$ cat config.mk
export PLATFORM = sky130hd
export DESIGN_NAME = product_accumulator
export DESIGN_NICKNAME = d
export VERILOG_FILES = /design/src/rtl/product_accumulator.sv
export SDC_FILE = /design/constraint.sdc
export NUM_CORES = 1
export LEC_CHECK = 0
export BUFFER_PORTS_ARGS = -buffer_cell sky130_fd_sc_hd__buf_4
export CAP_MARGIN = 40
export CORE_ASPECT_RATIO = 1.1
export CORE_MARGIN = 5
export CORE_UTILIZATION = 55
export CTS_BUF_LIST = sky130_fd_sc_hd__clkbuf_16
export CTS_CLUSTER_DIAMETER = 200
export DETAILED_ROUTE_END_ITERATION = 8
export PLACE_DENSITY = 0.78
export SETUP_SLACK_MARGIN = 0.4
export SLEW_MARGIN = 30
export SYNTH_ARGS = -nofsm -noshare
export SYNTH_HDL_FRONTEND = slang
export SYNTH_SLANG_ARGS = --single-unit
$ cat constraint.sdc
create_clock -name clk_i -period 4.11 [get_ports clk_i]
set_input_delay 0.822 -clock clk_i [delete_from_list [all_inputs] [get_ports clk_i]]
set_output_delay 0.822 -clock clk_i [all_outputs]
set_load 0.1 [all_outputs]
$ cat src/rtl/product_accumulator.sv
// Product accumulator: sums 8-bit unsigned products into a wide accumulator over a
// valid/ready handshake and presents the finished sum on a held output handshake.
module product_accumulator #(
    parameter int unsigned ACC_W    = 16,
    parameter int unsigned CNT_W    = 4,
    parameter bit          SATURATE = 1'b1
) (
    input  logic             clk_i,
    input  logic             rst_ni,
    input  logic             ena_i,
    input  logic [7:0]       in_prod_i,
    input  logic             in_valid_i,
    output logic             in_ready_o,
    input  logic             clr_i,
    input  logic             dump_i,
    output logic             out_valid_o,
    input  logic             out_ready_i,
    output logic [ACC_W-1:0] out_sum_o,
    output logic [CNT_W-1:0] out_count_o,
    output logic             out_ovf_o
);

    typedef enum logic [0:0] {StAccum, StDump} state_e;

    state_e             state_q, state_d;
    logic [ACC_W-1:0]   acc_q, acc_d;
    logic [CNT_W-1:0]   count_q, count_d;
    logic               ovf_q, ovf_d;
    logic [ACC_W-1:0]   out_sum_q, out_sum_d;
    logic [CNT_W-1:0]   out_count_q, out_count_d;
    logic               out_ovf_q, out_ovf_d;

    logic [ACC_W:0]     sum_wide;
    logic               carry;
    logic               accept;

    assign sum_wide = {1'b0, acc_q} + {{(ACC_W - 7){1'b0}}, in_prod_i};
    assign carry    = sum_wide[ACC_W];
    assign accept   = (state_q == StAccum) && in_valid_i;

    always_comb begin
        state_d     = state_q;
        acc_d       = acc_q;
        count_d     = count_q;
        ovf_d       = ovf_q;
        out_sum_d   = out_sum_q;
        out_count_d = out_count_q;
        out_ovf_d   = out_ovf_q;

        if (clr_i) begin
            // Clear wins over every handshake; a product offered now is dropped.
            state_d     = StAccum;
            acc_d       = '0;
            count_d     = '0;
            ovf_d       = 1'b0;
            out_sum_d   = '0;
            out_count_d = '0;
            out_ovf_d   = 1'b0;
        end else begin
            unique case (state_q)
                StAccum: begin
                    if (accept) begin
                        count_d = count_q + {{(CNT_W - 1){1'b0}}, 1'b1};
                        ovf_d   = ovf_q | carry;
                        acc_d   = (SATURATE && carry) ? '1 : sum_wide[ACC_W-1:0];
                    end
                    // Load the output with post-accept values so a same-cycle term counts.
                    if (dump_i || (accept && (count_d == '1))) begin
                        state_d     = StDump;
                        out_sum_d   = acc_d;
                        out_count_d = count_d;
                        out_ovf_d   = ovf_d;
                    end
                end
                StDump: begin
                    if (out_ready_i) begin
                        state_d = StAccum;
                        acc_d   = '0;
                        count_d = '0;
                        ovf_d   = 1'b0;
                    end
                end
                default: state_d = StAccum;
            endcase
        end
    end

    always_ff @(posedge clk_i or negedge rst_ni) begin
        if (!rst_ni) begin
            state_q     <= StAccum;
            acc_q       <= '0;
            count_q     <= '0;
            ovf_q       <= 1'b0;
            out_sum_q   <= '0;
            out_count_q <= '0;
            out_ovf_q   <= 1'b0;
        end else if (ena_i) begin
            state_q     <= state_d;
            acc_q       <= acc_d;
            count_q     <= count_d;
            ovf_q       <= ovf_d;
            out_sum_q   <= out_sum_d;
            out_count_q <= out_count_d;
            out_ovf_q   <= out_ovf_d;
        end
    end

    assign in_ready_o  = (state_q == StAccum);
    assign out_valid_o = (state_q == StDump);
    assign out_sum_o   = out_sum_q;
    assign out_count_o = out_count_q;
    assign out_ovf_o   = out_ovf_q;

endmodule

* Yosys cells after proc, flatten, opt, wreduce, memory -nomap -nowiden
Index checks and enable logic that the tools add are counted.
** Cells by class
- Add/subtract/negate cells :: 2
- Equality and inequality tests :: 3
- Muxes and demuxes :: 28
- Bitwise gates (word level) :: 2
- Reduce and logical (&&, ||, !) cells :: 6
** Operator list (count)
- 16-bit 2-to-1 mux :: 7
- 4-bit 2-to-1 mux :: 8
- 16-bit case mux with 2 select lines :: 1
- 16-bit by 8-bit adder with 17-bit output :: 1
- 1-bit 2-to-1 mux :: 9
- 4-bit case mux with 2 select lines :: 1
- 4-bit by 1-bit adder with 4-bit output (second input constant) :: 1
- 4-bit == test (second input constant) :: 1
- 1-bit case mux with 2 select lines :: 2
- 3-bit inequality test (second input constant) :: 1
- 3-bit AND reduction :: 1
- 1-bit logical AND :: 2
- 2-bit inequality test (second input constant) :: 1
- 2-bit AND reduction :: 1
- 2-bit nonzero test :: 1
- 1-bit logical OR :: 1
- 1-bit inverter :: 1
- 1-bit bitwise OR :: 1
** Storage, ports and cells
- Register bits :: 43
- Input port bits :: 15
- Output and inout bits :: 23
- Word-level logic and storage cells :: 48

* Longest topological paths before layout
- Depth after elaboration :: 11
- Gate-level depth with buffers :: 9
- Mapped depth without buffers :: 8

* Least setup slack after synthesis
OpenSTA, ideal clock, no wires.
- Path kind :: register to register
- From :: register state_q (netlist: out_valid_o)
- To :: register acc_q[13]
- Library setup time :: 0.121 ns
- Arrival :: 2.655 ns
- Required time :: 3.989 ns
- Slack :: 1.334 ns
- Cell stages (with the launch flop) :: 7
- Buffers on the path :: 2
- Period minus slack after synthesis :: 2.776 ns
- Path through :: dfrtp_1 inv_1 and3_1 clkbuf_1 buf_2 a21o_1 a22o_1
** Between the ends
- Cells in the longest elaborated chain, start to end :: 5
- Elaborated cells between the ends (all ways) :: 7
- Classes of those cells :: eq/ne (1); mux (3); bitwise (1); reduce/logical (2)
** Ends and longest elaborated chain
- start: declaration :: RTL line 25 : state_e state_q, state_d;
- start signal: assignment :: RTL line 90 : state_q <= StAccum;
- start signal: assignment :: RTL line 98 : state_q <= state_d;
- 1-bit inverter (*)
- net in_ready_o :: RTL line 13 : output logic in_ready_o,
- 1-bit logical AND :: RTL line 39 : assign accept = (state_q == StAccum) && in_valid_i;
- 16-bit 2-to-1 mux :: RTL line 62 : if (accept) begin
- 16-bit case mux with 2 select lines (*) :: RTL line 60 : unique case (state_q)
- 16-bit 2-to-1 mux (*) :: RTL line 50 : if (clr_i) begin
- end signal: assignment :: RTL line 91 : acc_q <= '0;
- end signal: assignment :: RTL line 99 : acc_q <= acc_d;
- end: declaration :: RTL line 26 : logic [ACC_W-1:0] acc_q, acc_d;
Mark *: on every way through the listed nets, which the timed path passes. The rest lies on a longest branch.
A chain may end at the register's enable or synchronous reset.

* Final worst setup path
- From :: input port in_prod_i[0]
- To :: register acc_q[9]
** Between the ends
- Cells in the longest elaborated chain, start to end :: 5
** Ends and longest elaborated chain
- start: declaration :: RTL line 11 : input logic [7:0] in_prod_i,
- 16-bit by 8-bit adder with 17-bit output :: RTL line 37 : assign sum_wide = {1'b0, acc_q} + {{(ACC_W - 7){1'b0}}, in_prod_i};
- 16-bit 2-to-1 mux :: RTL line 65 : acc_d = (SATURATE && carry) ? '1 : sum_wide[ACC_W-1:0];
- 16-bit 2-to-1 mux :: RTL line 62
- 16-bit case mux with 2 select lines :: RTL line 60
- 16-bit 2-to-1 mux :: RTL line 50
No other way between the ends.

==> reports/qor.yml <==
synth.area.top_cells: "dfrtp_1, o21ai_0, a21o_1, nand2_1, a21oi_1"
slew_headroom: 0.604
hold_violations: 0
synth.distinct_cells: 48
hpwl_um: 4000
antenna_found_initial: 0
netlist_instances: 250
cellLeakagePower_uw: 0.00143
synth_area_leader_cell: "dfrtp_1"
die_width_um: 73.2
clock_latency_ns: 0.28
grt_overflow: 0
ys_seq_area_frac: 0.445
cap_viol_max_count: 0
ys_ff_latch: 43
cp_data_required_time_ns: 4.27
place_area_mm2: 0.00274
drive_above_1_share: 0.197
yosysTopAreaCellShare: 0.445
drtPass1Iterations: 4
cp-start-kind: "input port"
async_flop_share: 1.00
diodes: 0
min_path_cells: 2
worstSetupPathType: "input port to flop"
yosys_warnings: 0
grtUsageTotal: 0.221
h-tree-depth: 2
cts_resized: 0
synth_edf_count: 0
areaGrowthSynthToFinish_pct: 19.0
hold_class: "flop to flop"
synth.cell_area_mm2: 0.00242
period_minus_slack_ns: 2.76
clockRootBuffer: "clkbuf_16"
synth_nets: 275
rsz0062_at_grt: "no"
globalplace.congestion: 0.886
post-route-period-util: 0.671
coreArea_mm2: 0.00429
start_util: 0.565
cts_sinks: 43
finalClockSkew_ns: 0.00204
p_per_area_mw_per_mm2: 416
grt_pass1_wl_um: 9980
rows: 25
ioPinCount: 38
slew_violations: 0
clock_path_buffers: 2
drc: 0
num_vias: 2061
synth_top_flop_cell: "dfrtp_1"
tns_ns: 0
peakVddDrop_mv: 0.273
viasPerCell: 6.01
wl_per_cell_um: 16.7
status: "completed"
reg2regPathDepth: 8
cts_tree: "yes"
grt_pass1_vias: 2121
power.total_uw: 1200
io_buffers: 37
timing.fmax_mhz: 363
worstMarginPinSlew_ns: 0.595
setup_viol: 0
final_area_mm2: 0.00288
syn_avg_cell_area_um2: 9.68
utilization: 0.672
routed_wl_um: 5710
cp.arrival_ns: 2.91
cp_max_fo: 10
path_clk_slew_ns: 0.06
hold_buffers: 0
end_kind: "flop"
fp.dieH_um: 79.6
cts_made_buffers: 5
grt_max_degree: 44
post_cts_buffers: 0
finish.net_count: 313
dieArea_mm2: 0.00583
antenna_left: 0
drt_iter0_drc: 155
==> cell usage after synthesis (2+ instances only) <==
| cell type | n |
|---|---|
| dfrtp_1 | 43 |
| nand2_1 | 32 |
| o21ai_0 | 30 |
| a21oi_1 | 23 |
| a21o_1 | 16 |
| a22o_1 | 9 |
| ha_1 | 9 |
| nor2_1 | 8 |
| xor2_1 | 7 |
| clkbuf_1 | 5 |
| xnor2_1 | 5 |
| inv_1 | 4 |
| nand2b_1 | 4 |
| nand3_1 | 4 |
| a31oi_1 | 3 |
| and3_1 | 3 |
| nand4_1 | 3 |
| o211ai_1 | 3 |
| a211oi_1 | 2 |
| a22oi_1 | 2 |
| buf_2 | 2 |
| nor2b_1 | 2 |
| o21ai_1 | 2 |
| o21bai_1 | 2 |
| o221ai_1 | 2 |
| o2bb2ai_1 | 2 |
| o31ai_1 | 2 |
==> cell families (layout without fill, tap and decap cells) <==
kind of cell | Yosys count | after routing | synth area share
simple gates | 65 | 65 | 0.141
mux | 1 | 1 | 0.00414
xor+xnor | 12 | 12 | 0.0434
compound gates | 106 | 106 | 0.287
flops | 43 | 43 | 0.445
buf+inv | 13 | 52 | 0.0248
fa+ha+maj | 10 | 10 | 0.0548
==> layout by cell type (no fill, tap or decap), types with 2 or more instances in the layout <==
master / synthesis / final
and3_1: 3 / 3
o31ai_1: 2 / 2
a31oi_1: 3 / 3
a21oi_1: 23 / 23
nor2_1: 8 / 8
o21bai_1: 2 / 2
nor2b_1: 2 / 2
o2bb2ai_1: 2 / 2
a22oi_1: 2 / 2
a21o_1: 16 / 16
buf_4: 0 / 40
ha_1: 9 / 9
inv_1: 4 / 5
a22o_1: 9 / 9
o21ai_0: 30 / 30
o21ai_1: 2 / 2
o211ai_1: 3 / 3
clkinv_1: 0 / 2
xor2_1: 7 / 7
nand2_1: 32 / 32
dfrtp_1: 43 / 43
clkbuf_16: 0 / 5
xnor2_1: 5 / 5
o221ai_1: 2 / 2
nand3_1: 4 / 4
nand2b_1: 4 / 4
nand4_1: 3 / 3
a211oi_1: 2 / 2
==> layout make-up <==
cell class	count	area, µm²
fillers	362	1410
clock inverters	3	11.3
repair buffers	40	300
clock buffers	5	125
multi-input cells	194	1280
flip-flops and latches	43	1080
inverters	4	15.0
well taps	54	67.6
==> per-layer routing <==
layer | share of wire | global-route usage | wire length (µm)
met5 | 0 | 0 | 0
met2 | 0.49 | 0.360 | 2790
met1 | 0.45 | 0.291 | 2570
met4 | 0.012 | 0.0738 | 67
met3 | 0.050 | 0.0466 | 283
==> critical path: stages <==
cell and delay, ns:
buf_4 0.11, ha_1 0.23, fa_1 0.44, a211oi_2 0.29
o21ai_1 0.13, a21bo_2 0.32, a21o_1 0.23, nor3_1 0.22
o31ai_1 0.11
==> metrics by stage <==
stage	worst slack [ns]	std cells	hold slack (ns)
6_report	1.35	343	0.482
5_1_grt	1.26	343	0.516
4_1_cts	1.36	343	0.485
3_3_place_gp	1.16	335	0.462
3_5_place_dp	1.07	335	0.472
2_1_floorplan	1.33	250	0.470
==> final timing paths <==
kind                                                   to                 startpoint  slack, ns
worst max register to register       acc_q[9]$_DFFE_PN0P_       acc_q[0]$_DFFE_PN0P_       1.58
min in group asynchronous        out_sum_o[0]$_DFFE_PN0P_                     rst_ni       0.51
worst max-delay path                 acc_q[9]$_DFFE_PN0P_               in_prod_i[0]       1.35
max in group asynchronous            acc_q[2]$_DFFE_PN0P_                     rst_ni       3.22
worst min register to register  out_sum_o[12]$_DFFE_PN0P_  out_sum_o[12]$_DFFE_PN0P_       0.48
worst min-delay path            out_sum_o[12]$_DFFE_PN0P_  out_sum_o[12]$_DFFE_PN0P_       0.48
==> flip-flops by register name (all words and copies together) (netlist names) <==
| name | flops |
|---|---|
| out_count_o | 4 |
| count_q | 4 |
| out_valid_o | 1 |
| acc_q | 16 |
| out_ovf_o | 1 |
| out_sum_o | 16 |
| ovf_q | 1 |
==> power breakdown <==
| part | leakage [µW] | switching (µW) | total (µW) | internal (µW) |
|---|---|---|---|---|
| Sequential | 0.000591 | 22.2 | 472 | 450 |
| Combinational | 0.000764 | 249 | 350 | 101 |
| Clock | 0.0000701 | 156 | 374 | 219 |
| Total | 0.00143 | 427 | 1200 | 770 |
Power figures use the tool's default switching activity.
